**config.mk**
```make
export PLATFORM = sky130hd
export DESIGN_NAME = chnl_rx_stream
export DESIGN_NICKNAME = d
export VERILOG_FILES = /design/src/rtl/chnl_rx_stream_pkg.sv /design/src/rtl/chnl_fifo2.sv /design/src/rtl/chnl_rx_stream.sv
export SDC_FILE = /design/constraint.sdc
export NUM_CORES = 1
export LEC_CHECK = 0
export BUFFER_PORTS_ARGS = -buffer_cell sky130_fd_sc_hd__buf_2
export CORE_ASPECT_RATIO = 0.6
export CORE_UTILIZATION = 55
export CTS_CLUSTER_DIAMETER = 100
export CTS_CLUSTER_SIZE = 14
export DETAILED_ROUTE_END_ITERATION = 16
export GPL_ROUTABILITY_DRIVEN = 0
export PLACE_DENSITY = 0.82
export SETUP_SLACK_MARGIN = 0.05
export SYNTH_ARGS = -nofsm -noshare
export SYNTH_HDL_FRONTEND = slang
export SYNTH_HIERARCHICAL = 1
export SYNTH_SLANG_ARGS = --single-unit
```
**constraint.sdc**
```tcl
create_clock -name clk_i -period 5.5 [get_ports clk_i]
set_input_delay 0 -clock clk_i [delete_from_list [all_inputs] [get_ports clk_i]]
set_output_delay 0 -clock clk_i [all_outputs]
set_load 0.01 [all_outputs]
```
**src/rtl/chnl_rx_stream_pkg.sv**
```systemverilog
// Shared constants for the RIFFA channel receive path: word/length widths,
// FSM encodings and the per-beat word-count helper.
package chnl_rx_stream_pkg;

  localparam int unsigned WordW = 32;
  localparam int unsigned LenW  = 32;

  localparam logic [1:0] StIdle   = 2'd0;
  localparam logic [1:0] StAck    = 2'd1;
  localparam logic [1:0] StData   = 2'd2;
  localparam logic [1:0] StWaitLo = 2'd3;

  // Words consumed by one accepted beat: min(rem, lanes), full 32-bit compare.
  function automatic logic [LenW-1:0] beat_words(input logic [LenW-1:0] rem,
                                                 input logic [LenW-1:0] lanes);
    return (rem < lanes) ? rem : lanes;
  endfunction

endpackage

```
**src/rtl/chnl_fifo2.sv**
```systemverilog
// Two-entry in-order valid/ready FIFO; head reads as zero when empty.
module chnl_fifo2 #(
  parameter int unsigned W = 64
) (
  input  logic         clk_i,
  input  logic         rst_ni,
  input  logic         push_i,
  input  logic [W-1:0] data_i,
  output logic         full_o,
  input  logic         pop_i,
  output logic         empty_o,
  output logic [1:0]   cnt_o,
  output logic [W-1:0] head_o
);

  logic [W-1:0] mem_q [2];
  logic         wr_ptr_q;
  logic         rd_ptr_q;
  logic [1:0]   cnt_q;
  logic         do_push;
  logic         do_pop;

  assign do_pop  = pop_i && (cnt_q != 2'd0);
  // A push into a full FIFO is only legal when the head leaves in the same cycle.
  assign do_push = push_i && ((cnt_q != 2'd2) || do_pop);

  always_ff @(posedge clk_i or negedge rst_ni) begin
    if (!rst_ni) begin
      mem_q[0] <= '0;
      mem_q[1] <= '0;
      wr_ptr_q <= 1'b0;
      rd_ptr_q <= 1'b0;
      cnt_q    <= 2'd0;
    end else begin
      if (do_push) begin
        mem_q[wr_ptr_q] <= data_i;
        wr_ptr_q        <= ~wr_ptr_q;
      end
      if (do_pop) begin
        rd_ptr_q <= ~rd_ptr_q;
      end
      case ({do_push, do_pop})
        2'b10:   cnt_q <= cnt_q + 2'd1;
        2'b01:   cnt_q <= cnt_q - 2'd1;
        default: cnt_q <= cnt_q;
      endcase
    end
  end

  assign full_o  = (cnt_q == 2'd2);
  assign empty_o = (cnt_q == 2'd0);
  assign cnt_o   = cnt_q;
  assign head_o  = empty_o ? '0 : mem_q[rd_ptr_q];

endmodule

```
**src/rtl/chnl_rx_stream.sv**
```systemverilog
// RIFFA CHNL_RX receive side: acks a host transfer, counts down its length and
// turns the data beats into a valid/ready stream through a 2-entry FIFO.
module chnl_rx_stream
  import chnl_rx_stream_pkg::*;
#(
  parameter int unsigned DW = 64
) (
  input  logic            clk_i,
  input  logic            rst_ni,
  input  logic            chnl_rx_i,
  output logic            chnl_rx_ack_o,
  input  logic            chnl_rx_last_i,
  input  logic [LenW-1:0] chnl_rx_len_i,
  input  logic [DW-1:0]   chnl_rx_data_i,
  input  logic            chnl_rx_data_valid_i,
  output logic            chnl_rx_data_ren_o,
  output logic            out_val_o,
  output logic [DW-1:0]   out_data_o,
  input  logic            out_rdy_i,
  output logic            last_o,
  output logic            busy_o,
  output logic            trunc_o
);

  localparam int unsigned     LANES  = DW / WordW;
  localparam logic [LenW-1:0] LanesW = LenW'(LANES);

  logic [1:0]      state_q, state_d;
  logic [LenW-1:0] rem_q, rem_d;
  logic            last_q, last_d;
  logic            push;
  logic            trunc;
  logic            beat;
  logic [DW-1:0]   push_data;
  logic            fifo_full;
  logic            fifo_empty;
  logic [1:0]      fifo_cnt;

  // Ready depends on the registered FIFO count only, never on a same-cycle pop.
  assign chnl_rx_data_ren_o = (state_q == StData) && !fifo_full;
  assign beat               = chnl_rx_data_valid_i && chnl_rx_data_ren_o;

  // Lanes at or beyond the remaining word count are zeroed (partial final beat).
  for (genvar i = 0; i < LANES; i++) begin : g_lane
    localparam logic [LenW-1:0] LaneIdx = LenW'(i);
    assign push_data[i*WordW +: WordW] =
        (LaneIdx < rem_q) ? chnl_rx_data_i[i*WordW +: WordW] : '0;
  end

  always_comb begin
    state_d = state_q;
    rem_d   = rem_q;
    last_d  = last_q;
    push    = 1'b0;
    trunc   = 1'b0;
    case (state_q)
      StIdle: begin
        if (chnl_rx_i) begin
          rem_d   = chnl_rx_len_i;
          last_d  = chnl_rx_last_i;
          state_d = StAck;
        end
      end
      StAck: begin
        state_d = (rem_q == '0) ? StWaitLo : StData;
      end
      StData: begin
        if (!chnl_rx_i && (rem_q != '0)) begin
          trunc   = 1'b1;
          rem_d   = '0;
          state_d = StIdle;
        end else if (beat) begin
          push  = 1'b1;
          rem_d = rem_q - beat_words(rem_q, LanesW);
          if (rem_d == '0) begin
            state_d = StWaitLo;
          end
        end
      end
      StWaitLo: begin
        if (!chnl_rx_i) begin
          state_d = StIdle;
        end
      end
      default: state_d = StIdle;
    endcase
  end

  always_ff @(posedge clk_i or negedge rst_ni) begin
    if (!rst_ni) begin
      state_q <= StIdle;
      rem_q   <= '0;
      last_q  <= 1'b0;
    end else begin
      state_q <= state_d;
      rem_q   <= rem_d;
      last_q  <= last_d;
    end
  end

  chnl_fifo2 #(
    .W (DW)
  ) u_fifo (
    .clk_i   (clk_i),
    .rst_ni  (rst_ni),
    .push_i  (push),
    .data_i  (push_data),
    .full_o  (fifo_full),
    .pop_i   (out_rdy_i),
    .empty_o (fifo_empty),
    .cnt_o   (fifo_cnt),
    .head_o  (out_data_o)
  );

  assign chnl_rx_ack_o = (state_q == StAck);
  assign out_val_o     = !fifo_empty;
  assign last_o        = last_q;
  assign busy_o        = (state_q != StIdle) || (fifo_cnt != 2'd0);
  assign trunc_o       = trunc;

endmodule
```
# --- Yosys cells after proc, flatten, opt, wreduce, memory -nomap -nowiden ---
# Index checks and enable logic that the tools add are counted.
# W data, S select, Z words.
op_classes:
  n_addsub: 3
  magnitude_cmp: 6
  eq_ne: 11
  n_mux: 27
  bitwise: 4
  n_reduce_logical: 23
ops:
  columns: ["cell", "n"]
  rows:
  - ["$mux W64", 5]
  - ["$mux W32", 6]
  - ["$bwmux W128", 1]
  - ["$demux W64 S1", 1]
  - ["$logic_not A32 Y1", 2]
  - ["$lt A1 B32 Y1 const A", 2]
  - ["$pmux W32 S2", 1]
  - ["$lt A32 B2 Y1 const B", 1]
  - ["$reduce_bool A32 Y1", 1]
  - ["$sub A32 B32 Y32", 1]
  - ["$mux W2", 5]
  - ["$eq A2 B2 Y1 const B", 4]
  - ["$pmux W2 S4", 1]
  - ["$reduce_bool A2 Y1", 4]
  - ["$logic_and A1 B1 Y1", 6]
  - ["$mux W1", 6]
  - ["$ne A2 B2 Y1 const B", 3]
  - ["$eq A2 B1 Y1 const B", 2]
  - ["$ge A2 B2 Y1 const B", 2]
  - ["$logic_not A2 Y1", 2]
  - ["$not A1 Y2", 2]
  - ["$pmux W2 S2", 1]
  - ["$reduce_and A4 Y1", 1]
  - ["$logic_not A1 Y1", 3]
  - ["9 further kinds", 11]
totals:
  regBits: 167
  input_bits: 102
  word_cells: 82

# --- Depth between registers and ports, before layout ---
# Gate-level depths: netlist of run 1.
depth:
  depth_word: 10
  mapped_depth: 14

# --- Hierarchy ---
# Netlist of run 1, hierarchy kept.
by_module_without_submodules:
  columns: ["mod", "instances", "cells_per_inst", "area_each_um2", "seq_area_each_um2"]
  rows:
  - ["chnl_fifo2", 1, 430, 6217.2, 3303.2]
  - ["chnl_rx_stream", 1, 392, 3130.5, 875.8]

# --- Worst setup path after synthesis of run 1 ---
# No wires, ideal clock.
synth_timing:
  path_type: "flip-flop to flip-flop"
  from: "register rem_q[11]"
  to: "register state_q[0]"
  t_arrival_ns: 3.202
  setup_slack_ns: 2.222
  path_stages_with_launch: 14
  cell_sequence: "dfrtp_1 -> buf_6 -> or4_4 -> nor4_4 -> a31oi_1 -> inv_1 -> ha_1 -> clkbuf_1 -> a21boi_0 -> mux2i_1 -> a221o_1 -> a2111oi_2 -> o2111ai_1 -> o21ai_1"
synth_via:
  elab_chain_cells: 6
  elab_cells_between_ends: 13
  classes_between: "add/sub (1); order compare (1); eq/ne (2); mux (4); reduce/logical (5)"
synth_lines:
  columns: ["item", "line", "text"]
  rows:
  - ["start: declaration", "chnl_rx_stream.sv:29", "logic [LenW-1:0] rem_q, rem_d;"]
  - ["start signal: assignment", "chnl_rx_stream.sv:96", "rem_q <= rem_d;"]
  - ["$lt A32 B2 Y1", "chnl_rx_stream_pkg.sv:16", "return (rem < lanes) ? rem : lanes;"]
  - ["$mux W32", "chnl_rx_stream_pkg.sv:16", null]
  - ["$sub A32 B32 Y32", "chnl_rx_stream.sv:74", "rem_d = rem_q - beat_words(rem_q, LanesW);"]
  - ["$logic_not A32 Y1", "chnl_rx_stream.sv:75", "if (rem_d == '0) begin"]
  - ["$ne A3 B1 Y1 (no source line)", null, null]
  - ["$reduce_and A4 Y1 (no source line)", null, null]
  - ["end signal: assignment", "chnl_rx_stream.sv:91", "state_q <= StIdle;"]
  - ["end signal: assignment", "chnl_rx_stream.sv:95", "state_q <= state_d;"]
  - ["end: declaration", "chnl_rx_stream.sv:28", "logic [1:0] state_q, state_d;"]
# Several ways; a longest one is shown, not always the timed one.
# A chain may end at the register's enable or synchronous reset.

# --- Worst setup path in the final report of run 1 ---
# Ends and elaborated chain as after synthesis.

==> impl_metrics.csv, run 1 <==
group,metric,value,unit
route,ant_nets,0,
critical_path,slowest_stage,"or4_4",
cts,cts-root-buf,"clkbuf_16",
power_and_ir_drop,p_per_area,553,mW/mm²
synth,synth-seq-cells,167,
synth,synth_top_cell_by_area,"dfrtp_1",
cts,insertion_delay,0.41,ns
cts,clk_path_buf_depth,2,
critical_path,arrival,4.03,ns
synth,synth_ff_type,"dfrtp_1",
synth,yosysMostFrequentCell,"dfrtp_1",
route,vias,7291,
floorplan,placementRows,36,
outcome,outcome,"completed",
final_layout,layout.nets,1150,
final_layout,multi_input_area,0.00470,mm²
job,cap_violations,0,
floorplan,die_area,0.0175,mm²
final_layout,regArea,0.00418,mm²
sta,worst_slew_pin_slew,0.972,ns
critical_path,worst_setup_path_end_kind,"register",
sta,period_share,0.671,
synth,ys_warn_count,6,
route,drtIter0Drc,506,
sta,rsz0062_at_grt,"no",
synth,async_flop_share,1.00,
synth,yosys.cell_types.count,74,
sta,clock_skew,0.0152,ns
synth,syn_inst,822,
floorplan,num_io_pins,172,
synth,synth-edff-count,0,
route,wl_per_cell,18.2,µm
final_layout,layout-drive-gt1-share,0.351,
sta,period_needed,3.69,ns
final_layout,nFillCells,1146,
sta,finalSetupViolCount,0,
floorplan,coreArea,0.0164,mm²
place,hpwl,14.8,mm
synth,synth_common_cells,"dfrtp_1, nor2_1, mux2i_1, mux2_2, mux2_4",
critical_path,crit_type,"register to register",
cts,ctsResizeCount,0,
synth,netlist_area,0.00935,mm²
critical_path,cpPeakStageDelay,0.64,ns
sta,max_clock_freq,271,MHz
cts,clock-sinks,167,
cts,clk_pin_slew,0.08,ns
place,port_buffers,171,
grt,grtUsageTotal,0.274,
final_layout,stdcell_count,1287,
sta,finalSetupTns,0,ns
critical_path,cp.required,5.84,ns
critical_path,crit_family,"compound AO/OA/AOI/OAI gates",
critical_path,cp-start-kind,"register",
hold_path,hold_class,"input pin to register",
synth,ys_seq_area_frac,0.447,
floorplan,fp.dieW,170,µm
critical_path,worst-path-buf-inv,1,
final_layout,fin_area,0.0116,mm²
grt,grt_pass1_wl,37.4,mm
cts,cts_buffers,17,
grt,overflow,0,
final_layout,antenna_cells,0,
cts,cts_tree,"done",
route,firstDrtPassIters,5,
power_and_ir_drop,peakVddDrop,340,µV
grt,grt_antenna_before_repair,0,
synth,syn_nets,926,
final_layout,utilization,0.705,
synth,postSynthAreaPerCell,11.4,µm²
floorplan,initial_utilization,0.569,
grt,grt_start_max_net_pins,106,
place,dpl_cell_area,0.0102,mm²
cts,hold_buffers,79,
synth,synthTopCellsByArea,"dfrtp_1, mux2_4, mux2_2, mux2i_1, nor2_1",
critical_path,crit_path_cell_trace,"or4_4 -> nor4_4 -> a31oi_1 -> inv_1 -> ha_1 -> a21boi_0 -> mux2i_1 -> a221o_1 -> a2111oi_2 -> o2111ai_1 -> o21ai_1",
power_and_ir_drop,leakage,5.47,nW
synth,synth_top_area_share,0.447,
cts,cts_setup_buffers,0,
route,drc,0,
sta,hold_violations,0,
sta,maxSlewViolCount,0,
place,placed_cells,1176,
critical_path,cp_max_fo,11,
grt,first_global_vias,7274,
route,drt_wl_total,23.5,mm
floorplan,fp.dieH,103,µm
final_layout,area_growth,23.9,%
cts,htreeDepth,4,
route,viasPerCell,5.67,
sta,slew-limit-headroom,0.352,
-- sequential cells by signal (all words and copies together), names as in the netlist --
name	cells
u_fifo/mem_q	128
rem_q	32
state_q	2
u_fifo/cnt_o	2
last_o	1
u_fifo/rd_ptr_q	1
u_fifo/wr_ptr_q	1
-- path summary, 6_finish.rpt --
| path | startpoint | endpoint | slack, ns | cells after the start |
|---|---|---|---|---|
| hold reg to reg | u_fifo/mem_q[34]$_DFFE_PN0P_ | u_fifo/mem_q[34]$_DFFE_PN0P_ | 0.49 | 1 |
| setup / recovery | rem_q[11]$_DFFE_PN0P_ | state_q[0]$_DFFE_PN0P_ | 1.81 | 11 |
| setup reg to reg | rem_q[11]$_DFFE_PN0P_ | state_q[0]$_DFFE_PN0P_ | 1.81 | 11 |
| max in group asynchronous | rst_ni | rem_q[22]$_DFFE_PN0P_ | 3.85 | 3 |
| hold / removal | chnl_rx_data_i[5] | u_fifo/mem_q[5]$_DFFE_PN0P_ | 0.02 | 3 |
| min in group asynchronous | rst_ni | rem_q[30]$_DFFE_PN0P_ | 0.27 | 2 |
-- layout make-up --
cell class / instances / share of cell area
sequential: 167 / 0.361
multi-input combinational: 578 / 0.406
inverter: 19 / 0.00616
clock inverter: 14 / 0.0122
timing repair buffer: 263 / 0.152
tap: 228 / 0.0246
clock buffer: 18 / 0.0379
-- per-stage QoR --
step                      power (mW)  hold slack (ns)  setup slack [ns]
after floorplan                 4.30           -0.296              2.22
after global placement          5.06            0.179              1.99
after detailed placement        5.13            0.180              1.88
after CTS                       6.37          0.00290              1.86
after global routing            6.80           0.0224              1.58
final                           6.40           0.0160              1.81
-- cell families after synthesis --
kind of cell               count (synthesis)  share of synthesized area
and+or+nand+nor                          253                      0.149
muxes                                    195                      0.250
DFF                                      167                      0.447
AOI/OAI and AO/OA                        121                     0.0933
buffers and inverters                     77                     0.0521
xor gates and xnor gates                   6                    0.00562
adders and majority gates                  2                    0.00268
other                                      1                   0.000401
-- layer usage --
metal | GRT usage | vias up | share of wire
met5 | 0 | - | 0
met4 | 0.0638 | 0 | 0.011
met3 | 0.0610 | 30 | 0.085
met2 | 0.423 | 358 | 0.43
met1 | 0.394 | 3537 | 0.47
li1 | - | 3366 | -
-- layout by cell type, fill, tap and decap left out, drive strengths merged, types with 4 or more instances in the layout --
cell type | netlist | layout
a21oi | 18 | 18
a22oi | 5 | 5
a32oi | 9 | 9
clkbuf | 19 | 18
nand3 | 7 | 7
nand2 | 20 | 20
or3 | 9 | 9
nor2b | 34 | 34
o22ai | 10 | 10
and2 | 33 | 33
mux2 | 130 | 130
mux2i | 65 | 65
nand4 | 4 | 4
dfrtp | 167 | 167
nor4 | 13 | 13
dlygate4sd3 | 0 | 79
or4 | 8 | 8
clkinv | 1 | 7
nor3 | 13 | 13
o21ai | 27 | 27
o2bb2ai | 8 | 8
buf | 39 | 184
xnor2 | 4 | 4
a22o | 12 | 12
inv | 18 | 24
nor2 | 102 | 102
-- power breakdown --
part	total [mW]	leakage [nW]	switching [mW]	internal, mW
Clock	1.16	0.280	0.542	0.615
Combinational	2.90	3.10	1.47	1.43
Sequential	2.34	2.09	0.513	1.83
-- worst register-to-register path, stage by stage, from the launching register on --
cell and delay, ns:
dfrtp_1 0.50, or4_4 0.64, nor4_4 0.42, a31oi_1 0.28
inv_1 0.12, ha_1 0.37, a21boi_0 0.21, mux2i_1 0.09
a221o_1 0.31, a2111oi_2 0.37, o2111ai_1 0.17, o21ai_1 0.14
(Power assumes the default switching activity.)
==> inputs of run 2 (changes only) <==
--- a/config.mk
+++ b/config.mk
@@ -7,12 +7,12 @@
 export LEC_CHECK = 0
 export BUFFER_PORTS_ARGS = -buffer_cell sky130_fd_sc_hd__buf_2
 export CORE_ASPECT_RATIO = 0.6
-export CORE_UTILIZATION = 55
+export CORE_UTILIZATION = 51
 export CTS_CLUSTER_DIAMETER = 100
 export CTS_CLUSTER_SIZE = 14
 export DETAILED_ROUTE_END_ITERATION = 16
 export GPL_ROUTABILITY_DRIVEN = 0
-export PLACE_DENSITY = 0.82
+export PLACE_DENSITY = 0.8
 export SETUP_SLACK_MARGIN = 0.05
 export SYNTH_ARGS = -nofsm -noshare
 export SYNTH_HDL_FRONTEND = slang
==> constraint.sdc (replaced) <==
create_clock -name clk_i -period 3.29 [get_ports clk_i]
set_input_delay 0 -clock clk_i [delete_from_list [all_inputs] [get_ports clk_i]]
set_output_delay 0 -clock clk_i [all_outputs]
set_load 0.01 [all_outputs]
==> run 2 against run 1 <==
Effect of this change: maximum frequency up 18%; sequential share of layout area shrank 1.0 points; hold slack better by 0.011 ns; critical path depth increased by 1; register-to-register slack worse by 1.6 ns; clock power grew 63%; final cell count increased by 3.1%; utilization fell by 2.4 points; via count rose by 3.1%; sequential cell count unchanged; critical path type unchanged; critical endpoint is now rem_q[30]$_DFFE_PN0P_.
==> impl_metrics.csv, run 2 (same netlist as run 1, synthesis figures left out) <==
group,metric,value,unit
route,drc,0,
sta,worst_slew_pin_slew,0.930,ns
sta,finalSetupViolCount,0,
final_layout,largest_reg_flops,128,
grt,grt_start_max_net_pins,100,
sta,rsz0062_at_grt,"no",
final_layout,layout-drive-gt1-share,0.364,
cts,cts_buffers,17,
grt,grt_pass1_wl,39.1,mm
cts,htreeDepth,4,
floorplan,initial_utilization,0.533,
critical_path,r2r_start,"rem_q[12]$_DFFE_PN0P_",
final_layout,reg_top3,"u_fifo/mem_q: 128 flops, rem_q: 32 flops",
sta,hold_violations,0,
route,drt_wl_total,25.0,mm
route,drtIter0Drc,664,
grt,first_global_vias,7408,
sta,maxSlewViolCount,0,
hold_path,min_to,"u_fifo/mem_q[77]$_DFFE_PN0P_",
critical_path,cp.required,3.60,ns
critical_path,crit_path_cell_trace,"or4_4 -> nor4_4 -> a31oi_2 -> inv_1 -> ha_1 -> or3_1 -> nor4_4 -> buf_4 -> nand4_1 -> nor2_1 -> o21ai_0 -> a22o_1",
power_and_ir_drop,power,10.8,mW
critical_path,cp_max_fo,8,
final_layout,layout.nets,1184,
sta,finalWorstSetupSlack,0.163,ns
final_layout,area_growth,27.7,%
critical_path,path_common_cell,"nor4_4",
final_layout,largest-register,"u_fifo/mem_q",
critical_path,arrival,3.44,ns
sta,finalSetupTns,0,ns
cts,cts_tree,"done",
route,ant_nets,0,
grt,grt_antenna_before_repair,0,
critical_path,slowest_stage,"nor4_4",
route,vias,7517,
final_layout,regArea,0.00419,mm²
power_and_ir_drop,peakVddDrop,490,µV
hold_path,hold_class,"input pin to register",
final_layout,nFillCells,1271,
cts,cts-root-buf,"clkbuf_16",
floorplan,fp.dieH,107,µm
final_layout,antenna_cells,0,
hold_path,hold_start,"chnl_rx_data_i[13]",
route,firstDrtPassIters,5,
sta,clock_skew,0.0123,ns
critical_path,crit_type,"register to register",
cts,insertion_delay,0.43,ns
job,cap_violations,0,
critical_path,rr_worst_depth,12,
place,port_buffers,171,
outcome,outcome,"completed",
cts,clock-sinks,167,
critical_path,cpPeakStageDelay,0.51,ns
route,wl_per_cell,18.8,µm
cts,clk_pin_slew,0.08,ns
floorplan,fp.dieW,177,µm
final_layout,final_cell_mix,"buf_2, dfrtp_1, nor2_1",
sta,period_share,0.950,
cts,clk_path_buf_depth,2,
power_and_ir_drop,leakage,5.63,nW
floorplan,coreArea,0.0175,mm²
critical_path,worst-path-buf-inv,2,
hold_path,hold_depth,3,
critical_path,reg2reg_slack,0.16,ns
floorplan,num_io_pins,172,
critical_path,cp-start-kind,"register",
power_and_ir_drop,p_per_area,909,mW/mm²
sta,max_clock_freq,320,MHz
grt,grtUsageTotal,0.267,
sta,slew-limit-headroom,0.380,
floorplan,die_area,0.0189,mm²
critical_path,worst_setup_path_end_kind,"register",
sta,period_needed,3.13,ns
place,hpwl,15.5,mm
route,viasPerCell,5.66,
final_layout,final_common_cell,"buf_2",
final_layout,multi_input_area,0.00472,mm²
place,dp_worst_setup_slack,0.171,ns
critical_path,crit_family,"simple AND/OR/NAND/NOR gates",
floorplan,placementRows,37,
critical_path,r2r_end,"rem_q[30]$_DFFE_PN0P_",
grt,overflow,0,
[run 2: per-stage QoR]
stage	hold slack [ns]	cell area [µm²]	cells	utilization
finish	0.0271	11900	1327	0.680
global route	0.0287	11900	1327	0.680
CTS	0.000244	11900	1321	0.676
detailed placement	0.172	10400	1199	0.593
global placement	0.174	10400	1199	0.593
floorplan	-0.296	9350	822	-
[run 2: routing by layer]
metal,vias up,GRT usage,part of all wire
met5,-,0,0
met4,0,0.0770,0.014
met3,35,0.0525,0.078
met2,362,0.405,0.44
met1,3661,0.388,0.47
li1,3459,-,-
[run 2: power by group]
group	internal, mW	switching [mW]	total [mW]
combinational	2.51	2.57	5.08
sequential	3.07	0.817	3.88
clock	0.986	0.902	1.89
total	6.56	4.29	10.8
[run 2: how the worst max path moves through the flow]
stage	start	end	slack [ns]	cells after the start
2_1_floorplan	rem_q[11]$_DFFE_PN0P_	state_q[0]$_DFFE_PN0P_	0.11	13
3_3_place_gp	rem_q[12]$_DFFE_PN0P_	u_fifo/mem_q[104]$_DFFE_PN0P_	0.24	8
3_5_place_dp	rem_q[12]$_DFFE_PN0P_	u_fifo/mem_q[104]$_DFFE_PN0P_	0.17	8
4_1_cts	rem_q[12]$_DFFE_PN0P_	u_fifo/mem_q[104]$_DFFE_PN0P_	0.15	8
5_1_grt	rem_q[23]$_DFFE_PN0P_	state_q[0]$_DFFE_PN0P_	0.03	11
6_report	rem_q[12]$_DFFE_PN0P_	rem_q[30]$_DFFE_PN0P_	0.16	12
[run 2: worst reg2reg max path: stages, from the launching register on]
cell     delay (ns)
dfrtp_1        0.48
or4_4          0.23
nor4_4         0.06
a31oi_2        0.23
inv_1          0.06
ha_1           0.23
or3_1          0.36
nor4_4         0.51
buf_4          0.24
nand4_1        0.17
nor2_1         0.14
o21ai_0        0.10
a22o_1         0.20
[run 2: final cells by class]
class	count	area share
inverters	19	0.00597
clock inverters	14	0.00996
repair buffers	297	0.177
multi-input cells	578	0.396
flip-flops and latches	167	0.351
well taps	234	0.0245
clock buffers	18	0.0359
[run 2: repair_timing]
action                                  4_1_cts  5_1_grt
gates resized for setup                       0        7
endpoints found under the hold margin       237        0
buffers inserted                              0        5
endpoints found under the setup margin        0        6
hold buffers                                 90        0
